**config.mk**
```make
export PLATFORM = sky130hd
export DESIGN_NAME = alu_cmd_stage
export DESIGN_NICKNAME = d
export VERILOG_FILES = /design/src/rtl/alu_cmd_stage.sv
export SDC_FILE = /design/constraint.sdc
export NUM_CORES = 1
export LEC_CHECK = 0
export ABC_AREA = 1
export CAP_MARGIN = 20
export CORE_ASPECT_RATIO = 0.7
export CORE_MARGIN = 10
export CORE_UTILIZATION = 55
export CTS_CLUSTER_DIAMETER = 80
export DETAILED_ROUTE_END_ITERATION = 8
export DONT_BUFFER_PORTS = 1
export GPL_TIMING_DRIVEN = 1
export PLACE_DENSITY = 0.78
export SETUP_SLACK_MARGIN = 0.3
export SYNTH_ARGS = -nofsm -noshare
export SYNTH_HDL_FRONTEND = slang
export SYNTH_SLANG_ARGS = --single-unit
```
**constraint.sdc**
```tcl
create_clock -name i_clk -period 4.35 [get_ports i_clk]
set_input_delay 0.6525 -clock i_clk [delete_from_list [all_inputs] [get_ports i_clk]]
set_output_delay 0.6525 -clock i_clk [all_outputs]
set_load 0.02 [all_outputs]
```
**src/rtl/alu_cmd_stage.sv**
```systemverilog
// alu_cmd_stage: command front-end for the 16-bit combinational ALU.
// Commands are buffered in a small FIFO, issued to the ALU from a stable
// operand register (S1), and the ALU result is captured into a result
// register that is offered downstream over valid/ready. Select codes above
// the last legal code are flagged as illegal and their result forced to zero.
//
// Reset asserts asynchronously. Deassertion of i_rst_n is expected to be
// synchronous to i_clk, typically via an upstream reset synchroniser.

module alu_cmd_stage #(
  parameter int WIDTH         = 16,
  parameter int SEL_W         = 4,
  parameter int DEPTH         = 4,
  parameter int MAX_LEGAL_SEL = 11
) (
  input  logic                     i_clk,
  input  logic                     i_rst_n,
  // command side
  input  logic                     i_cmd_valid,
  output logic                     o_cmd_ready,
  input  logic [WIDTH-1:0]         i_cmd_a,
  input  logic [WIDTH-1:0]         i_cmd_b,
  input  logic [SEL_W-1:0]         i_cmd_sel,
  // ALU side
  output logic [WIDTH-1:0]         o_alu_a,
  output logic [WIDTH-1:0]         o_alu_b,
  output logic [SEL_W-1:0]         o_alu_sel,
  input  logic [WIDTH-1:0]         i_alu_out,
  // result side
  output logic                     o_res_valid,
  input  logic                     i_res_ready,
  output logic [WIDTH-1:0]         o_res_data,
  output logic [SEL_W-1:0]         o_res_sel,
  output logic                     o_res_zero,
  output logic                     o_res_illegal,
  // status
  output logic [$clog2(DEPTH):0]   o_fifo_count
);

  localparam int PTR_W = $clog2(DEPTH);
  localparam int CNT_W = PTR_W + 1;
  localparam logic [CNT_W-1:0] FULL_COUNT = CNT_W'(DEPTH);
  localparam logic [SEL_W-1:0] LAST_LEGAL = SEL_W'(MAX_LEGAL_SEL);

  // ---------------------------------------------------------------------------
  // Command FIFO storage and pointers
  // ---------------------------------------------------------------------------
  logic [WIDTH-1:0] r_mem_a   [DEPTH];
  logic [WIDTH-1:0] r_mem_b   [DEPTH];
  logic [SEL_W-1:0] r_mem_sel [DEPTH];

  logic [PTR_W-1:0] r_wr_ptr;
  logic [PTR_W-1:0] r_rd_ptr;
  logic [CNT_W-1:0] r_count;

  // ---------------------------------------------------------------------------
  // Issue stage (S1) and result register
  // ---------------------------------------------------------------------------
  logic             r_s1_valid;
  logic [WIDTH-1:0] r_alu_a;
  logic [WIDTH-1:0] r_alu_b;
  logic [SEL_W-1:0] r_alu_sel;

  logic             r_res_valid;
  logic [WIDTH-1:0] r_res_data;
  logic [SEL_W-1:0] r_res_sel;
  logic             r_res_zero;
  logic             r_res_illegal;

  // ---------------------------------------------------------------------------
  // Handshake / control wires
  // ---------------------------------------------------------------------------
  logic             w_full;
  logic             w_nonempty;
  logic             w_cmd_ready;
  logic             w_push;
  logic             w_pop;
  logic             w_s1_adv;
  logic             w_s1_load;
  logic             w_res_take;
  logic             w_illegal;
  logic [WIDTH-1:0] w_res_data_next;
  logic             w_res_zero_next;

  // Occupancy flags, readiness and the move conditions of every stage.
  always_comb begin
    w_full      = (r_count == FULL_COUNT);
    w_nonempty  = (r_count != '0);
    // Ready comes from the occupancy register only; the reset term just keeps
    // the command side closed for as long as reset is held.
    w_cmd_ready = i_rst_n && !w_full;
    w_push      = i_cmd_valid && w_cmd_ready;
    // S1 hands its operation to the result register whenever that register
    // is empty or is being drained in this same cycle.
    w_s1_adv    = r_s1_valid && (!r_res_valid || i_res_ready);
    // S1 refills from the FIFO head when it is empty or being vacated.
    w_s1_load   = w_nonempty && (!r_s1_valid || w_s1_adv);
    w_pop       = w_s1_load;
    w_res_take  = r_res_valid && i_res_ready;
  end

  // Sanitise the ALU result: undefined select codes produce zero data and
  // never report a zero result.
  always_comb begin
    w_illegal       = (r_alu_sel > LAST_LEGAL);
    w_res_data_next = w_illegal ? '0 : i_alu_out;
    w_res_zero_next = !w_illegal && (i_alu_out == '0);
  end

  // FIFO storage write; entries need no reset since occupancy guards reads.
  always_ff @(posedge i_clk) begin
    if (w_push) begin
      r_mem_a[r_wr_ptr]   <= i_cmd_a;
      r_mem_b[r_wr_ptr]   <= i_cmd_b;
      r_mem_sel[r_wr_ptr] <= i_cmd_sel;
    end
  end

  // Write pointer advances on every accepted command and wraps modulo DEPTH.
  always_ff @(posedge i_clk or negedge i_rst_n) begin
    if (!i_rst_n) begin
      r_wr_ptr <= '0;
    end else if (w_push) begin
      r_wr_ptr <= r_wr_ptr + PTR_W'(1);
    end
  end

  // Read pointer advances each time S1 takes the FIFO head.
  always_ff @(posedge i_clk or negedge i_rst_n) begin
    if (!i_rst_n) begin
      r_rd_ptr <= '0;
    end else if (w_pop) begin
      r_rd_ptr <= r_rd_ptr + PTR_W'(1);
    end
  end

  // Occupancy counter; a simultaneous push and pop leaves it unchanged.
  always_ff @(posedge i_clk or negedge i_rst_n) begin
    if (!i_rst_n) begin
      r_count <= '0;
    end else if (w_push && !w_pop) begin
      r_count <= r_count + CNT_W'(1);
    end else if (w_pop && !w_push) begin
      r_count <= r_count - CNT_W'(1);
    end
  end

  // S1 valid bit: set on a load, cleared when it advances with nothing behind.
  always_ff @(posedge i_clk or negedge i_rst_n) begin
    if (!i_rst_n) begin
      r_s1_valid <= 1'b0;
    end else if (w_s1_load) begin
      r_s1_valid <= 1'b1;
    end else if (w_s1_adv) begin
      r_s1_valid <= 1'b0;
    end
  end

  // S1 operands feed the ALU and only change on a load, so the ALU inputs
  // stay stable while the result side is stalled.
  always_ff @(posedge i_clk or negedge i_rst_n) begin
    if (!i_rst_n) begin
      r_alu_a   <= '0;
      r_alu_b   <= '0;
      r_alu_sel <= '0;
    end else if (w_s1_load) begin
      r_alu_a   <= r_mem_a[r_rd_ptr];
      r_alu_b   <= r_mem_b[r_rd_ptr];
      r_alu_sel <= r_mem_sel[r_rd_ptr];
    end
  end

  // Result valid: set on capture, cleared only when drained with no refill.
  always_ff @(posedge i_clk or negedge i_rst_n) begin
    if (!i_rst_n) begin
      r_res_valid <= 1'b0;
    end else if (w_s1_adv) begin
      r_res_valid <= 1'b1;
    end else if (w_res_take) begin
      r_res_valid <= 1'b0;
    end
  end

  // Result payload captures the ALU output when S1 advances and otherwise
  // holds, keeping data and flags stable until the consumer accepts them.
  always_ff @(posedge i_clk or negedge i_rst_n) begin
    if (!i_rst_n) begin
      r_res_data    <= '0;
      r_res_sel     <= '0;
      r_res_zero    <= 1'b0;
      r_res_illegal <= 1'b0;
    end else if (w_s1_adv) begin
      r_res_data    <= w_res_data_next;
      r_res_sel     <= r_alu_sel;
      r_res_zero    <= w_res_zero_next;
      r_res_illegal <= w_illegal;
    end
  end

  // Output wiring.
  assign o_cmd_ready   = w_cmd_ready;
  assign o_alu_a       = r_alu_a;
  assign o_alu_b       = r_alu_b;
  assign o_alu_sel     = r_alu_sel;
  assign o_res_valid   = r_res_valid;
  assign o_res_data    = r_res_data;
  assign o_res_sel     = r_res_sel;
  assign o_res_zero    = r_res_zero;
  assign o_res_illegal = r_res_illegal;
  assign o_fifo_count  = r_count;

endmodule

```
==> results.ini, run 1 <==
[yosys]
yosysTopAreaCellShare_pct=49.8
syn_inst=849
synth-xor-area-share_pct=0.303
synth_top_family_by_area=simple AND/OR/NAND/NOR gates
seq_area_frac_synth_pct=69.1
synth_nets=911
synthAdderAreaFrac_pct=0.951
synthTopCellsByArea=edfxtp_1 50%, dfrtp_1 19%, nand2_1 19%, inv_1 3.7%, nand3_1 2.4%
async_flop_share_pct=31.8
yosys.area_share.simple_pct=22.7
synth_top_area_cell=edfxtp_1
yosys-top-cells-count=444 x nand2_1, 144 x edfxtp_1, 86 x inv_1, 67 x dfrtp_1, 41 x nand3_1
synth_mux_area_share_pct=0
synth-edff-count=144
ys_ff_latch=211
ys_types=24
yosysMostFrequentCell=nand2_1
syn_area_per_cell_sq_um=10.2
syn-cell-area_sq_um=8680
synth_compound_area_share_pct=0.144
yosys_most_used_dff=edfxtp_1
synth_warnings=0

[finish]
fill_cells=1227
nets=908
seq_area_sq_um=6000
area_growth_syn_to_layout_pct=9.78
final_cells=1060
drive_gt1_share_pct=5.93
multi_input_area_sq_um=2120
antenna_cells=0
utilization_pct=61.5

[placement]
place.gp.congestion=0.734
port_buffers=0
dpl.hpwl_um=10900
preCtsSetupSlack_ps=1800
dp_cells=1021

[global_routing]
grt_max_degree=74
grt_pass1_vias=5239
grt_pass1_wl_um=28300
overflow=0
grt_util_all_layers_pct=16.6
grt_antenna_before_repair=0

[drt]
wl_met2_um=8380
drt_iter0_drc=343
routed_via_density=4.98
wl_met3_um=1640
routedLengthMet1_um=7630
drc_errors=0
routed_wirelength_um=17900
dr.pass1.iters=5
drtAntennaViolNets=0
wl_per_cell_um=16.9
top_layer=met4
via_count=5279

[setup_path]
cp.required_ps=4720
critPathLaunchType=register
reg2reg_from=o_fifo_count[0]
arrival_ps=2760
crit_start=o_fifo_count[0]
end_kind=register
crit_end=o_fifo_count[2]
r2r_end=o_fifo_count[2]
path_cells=nor2_2, nand2_1, nand2_4, ha_1, inv_1, fa_1, nand2_1, nand3_1, xor2_1
path_common_cell=nand2_1
reg2reg_slack_ps=1960
critical_path.slowest_cell=dfrtp_1
cp_max_fo=41
critPathKind=register to register
worst_r2r_path_depth=9
crit_path_max_incr_delay_ps=510

[floorplan]
ios=119
dieArea_sq_um=21300
die_h_um=125
die_w_um=170
core_sq_um=15500
rows=38
start_util_pct=56.0

[clock_network]
clkSlewWorstSetupHoldPaths_ps=60
cts_htree_levels=1
clock-root-buffer=clkbuf_16
clkLatencyLatePin_ps=480
cts_tree=done
ctsLongestPathBuffers=3
cts_made_buffers=21
cts_num_sinks=211
post_cts_resized=0

[power]
peakVddDrop_mv=0.522
power_mw=6.87
power_density_nw_per_um2=721
p_leak_nw=4.42

[timing]
max-slew-margin-rel_pct=43.6
fin_skew_ps=10.2
setup-tns-final_ps=0
layout_setup_ws_ps=1960
rsz0062_at_grt=no
fmax_mhz=418
slew_viol_final=0
worstMarginPinSlew_ps=845
min_period_ps=2390
final_hold_viol_count=0
fin_crit_sh_pct=55.0
finalSetupViolations=0

[flow_run]
maxCapViolCount=0

[outcome]
status=finished clean

[hold_path]
hold_path_class=input port to async pin

through the flow:
stage	hold WS, ps	instance area, sq um
2_1_floorplan	357	8680
3_3_place_gp	359	8720
3_5_place_dp	359	8780
4_1_cts	54.9	9510
5_1_grt	63.5	9530
6_report	57.9	9530
kinds of logic after synthesis:
kind of cell,after synthesis
DFF,211
xor gates and xnor gates,3
buffers and inverters,122
AOI/OAI and AO/OA,2
and+or+nand+nor,505
adders and majority gates,6
final cells by class:
class | instances | area share, %
Clock buffer | 26 | 5.92
Inverter | 89 | 3.53
Multi-Input combinational cell | 516 | 22.2
Sequential cell | 211 | 63.0
Timing Repair Buffer | 7 | 1.29
Tap cell | 200 | 2.63
Clock inverter | 11 | 1.44
routing by layer:
metal | vias up | global-route usage (%)
li1 | 2632 | -
met1 | 2484 | 21.4
met2 | 141 | 26.2
met3 | 22 | 6.13
met4 | 0 | 3.76
met5 | - | 0
critical path, delay by kind of cell (launching register included):
| kind | cells | cell delay (ps) |
|---|---|---|
| XOR/XNOR | 1 | 140 |
| adder cells (fa/ha/maj) | 2 | 640 |
| flip-flops | 1 | 510 |
| buffers and inverters | 1 | 60 |
| AND/OR/NAND/NOR | 5 | 910 |
state kept, by name (all words and copies together) (netlist names), 2 cells and up:
name          count
r_rd_ptr          2
r_wr_ptr          2
o_alu_sel         4
o_res_data       16
r_mem_b          64
o_alu_b          16
r_mem_sel        16
o_res_sel         4
o_fifo_count      3
r_mem_a          64
o_alu_a          16
cells in the final DEF, fill, tap and decap left out, drive strengths merged:
cell,count
a21boi,1
buf,7
bufinv,3
clkbuf,26
clkinv,8
dfrtp,67
edfxtp,144
fa,1
ha,5
inv,89
nand2,446
nand3,41
nor2,18
o21ai,1
xnor2,1
xor2,2
repair_timing:
item / CTS / global route
hold buffers: 1 / 0
endpoints found under the setup margin: 0 / 0
setup buffers: 0 / 0
hold endpoints to repair: 67 / 0
report_power, final:
| part | total, mW | internal, mW | switching (mW) |
|---|---|---|---|
| logic | 1.74 | 0.519 | 1.22 |
| clock network | 1.83 | 1.10 | 0.729 |
| registers | 3.30 | 2.61 | 0.692 |
| total | 6.87 | 4.23 | 2.64 |
worst min path at each step:
stage                   to  slack [ps]  depth (start not counted)
6_report        o_alu_b[4]          60                          1
3_5_place_dp    o_alu_b[5]         360                          0
3_3_place_gp    o_alu_b[6]         360                          0
2_1_floorplan   o_alu_a[0]         360                          0
5_1_grt        o_alu_a[14]          60                          1
4_1_cts        o_alu_a[13]          50                          1
Note: power is estimated with default switching activity, not from simulation.
==> inputs of run 2 (changes only) <==
PLACE_DENSITY = 0.81   (was 0.78)
clock period = 2.1 ns   (was 4.35 ns; I/O delays follow)
==> results.ini, run 2 (synthesized netlist as in run 1, its figures left out) <==
[finish]
final_common_cell=nand2_1
utilization_pct=65.6
final_cells=1124
antenna_cells=0
reg.largest.list=r_mem_a: 64 flops, r_mem_b: 64 flops
drive_gt1_share_pct=7.90
fill_cells=1166
area_growth_syn_to_layout_pct=17.2
final_cell_mix=442 x nand2_1, 144 x edfxtp_1, 83 x inv_1
nets=971

[floorplan]
rows=38
ios=119
die_w_um=170
core_sq_um=15500
die_h_um=125
start_util_pct=56.0
dieArea_sq_um=21300

[setup_path]
worst_r2r_path_depth=9
critPathLaunchType=register
path_cells=nor2_4, nand2_2, nand2_4, ha_4, inv_2, fa_2, nand2_1, nand3_2, xor2_1
crit_family=simple AND/OR/NAND/NOR gates
r2r_end=o_fifo_count[2]
crit_buf_inv=1
cp_max_fo=4
crit_end=o_fifo_count[2]
cp.required_ps=2470
end_kind=register
crit_path_max_incr_delay_ps=490
cp.depth=9
critical_path.slowest_cell=dfrtp_2
arrival_ps=2160
reg2reg_slack_ps=310
crit_start=o_fifo_count[1]
critPathKind=register to register
reg2reg_from=o_fifo_count[1]

[drt]
drtAntennaViolNets=0
via_count=5624
routed_via_density=5.00
drc_errors=0
drt_iter0_drc=473
wl_per_cell_um=16.2
routed_wirelength_um=18200
dr.pass1.iters=5

[timing]
fin_crit_sh_pct=85.3
setup-tns-final_ps=0
slew_viol_final=0
finalSetupViolations=0
worstMarginPinSlew_ps=553
max-slew-margin-rel_pct=63.1
fin_skew_ps=11.8
fmax_mhz=558
min_period_ps=1790
rsz0062_at_grt=yes
final_hold_viol_count=0
layout_setup_ws_ps=309

[global_routing]
grt_pass1_vias=5596
grt_antenna_before_repair=1
grt_util_all_layers_pct=17.0
grt_max_degree=74
overflow=0
grt_pass1_wl_um=29300

[placement]
dp_cells=1030
place.gp.congestion=0.742
port_buffers=0
dpl.hpwl_um=10100
preCtsSetupSlack_ps=285

[clock_network]
ctsLongestPathBuffers=3
cts_num_sinks=211
clkSlewWorstSetupHoldPaths_ps=60
cts_made_buffers=21
cts_htree_levels=1
cts_tree=done
clock-root-buffer=clkbuf_16
clkLatencyLatePin_ps=490

[power]
peakVddDrop_mv=0.811
p_leak_nw=4.67
power_density_nw_per_um2=1420

[hold_path]
hold_depth=3
hold_path_class=input port to register

[outcome]
status=finished clean

[flow_run]
maxCapViolCount=0

==> run 2: changes by cell type in the layout (fill, tap and decap cells not counted), moves of 2 or more <==
cell,change
inv_1,-3
nand2_2,+2
inv_6,+2
dfrtp_2,+4
nand2_1,-2
inv_2,+2
buf_4,+9
dlygate4sd3_1,+53
dfrtp_1,-4
nand3_1,-2
==> run 2: cell type report <==
type / count / area [sq um] / area share (%)
clock buffer: 27 / 568 / 5.58
clock inverter: 11 / 108 / 1.06
inverter: 89 / 339 / 3.33
multi-input combinational: 516 / 2160 / 21.2
sequential: 211 / 6010 / 59.1
tap: 200 / 250 / 2.46
timing repair buffer: 70 / 741 / 7.28
==> run 2: metal layers <==
| layer | global-route usage, % | wire length [um] | vias up |
|---|---|---|---|
| li1 | - | - | 2771 |
| met1 | 21.7 | 7700 | 2665 |
| met2 | 28.9 | 9040 | 167 |
| met3 | 3.96 | 1240 | 21 |
| met4 | 3.91 | 252 | 0 |
| met5 | 0 | 0 | - |
==> run 2: report_power, final <==
part	switching [mW]	internal [mW]	leakage, nW	total [mW]
clock network	1.49	2.16	0.333	3.65
logic	2.77	1.31	2.22	4.08
registers	1.31	5.41	2.12	6.72
total	5.57	8.88	4.67	14.5
==> run 2: worst min path at each step <==
| stage | startpoint | end | slack [ps] |
|---|---|---|---|
| 5_1_grt | i_res_ready | o_res_valid | 50 |
| 4_1_cts | i_res_ready | o_res_valid | 20 |
| 6_report | i_res_ready | o_res_valid | 40 |
| 3_5_place_dp | i_rst_n | o_alu_b[8] | 20 |
| 3_3_place_gp | i_rst_n | o_alu_b[4] | 20 |
| 2_1_floorplan | i_rst_n | o_alu_a[0] | 20 |
==> run 2: stage by stage <==
stage               instance area (sq um)  total power, mW  hold WS (ps)
floorplan                            8750             9.82          19.4
global placement                     8910             10.5          21.7
detailed placement                   8910             10.7          21.8
CTS                                 10100             14.5          15.5
global route                        10200             15.5          45.5
finish                              10200             14.5          36.1
==> run 2: what timing repair did <==
action / 4_1_cts / 5_1_grt
hold endpoints to repair: 227 / 0
buffers inserted: 0 / 2
endpoints found under the setup margin: 1 / 2
hold buffers: 54 / 0
resized for setup: 2 / 6
pin swaps: 1 / 4
==> run 2: worst register-to-register path, delay by kind of cell (launching register included) <==
family	cells	cell delay, ps
xor gates and xnor gates	1	170
adders and majority gates	2	470
and+or+nand+nor	5	500
buffers and inverters	1	40
DFF	1	490
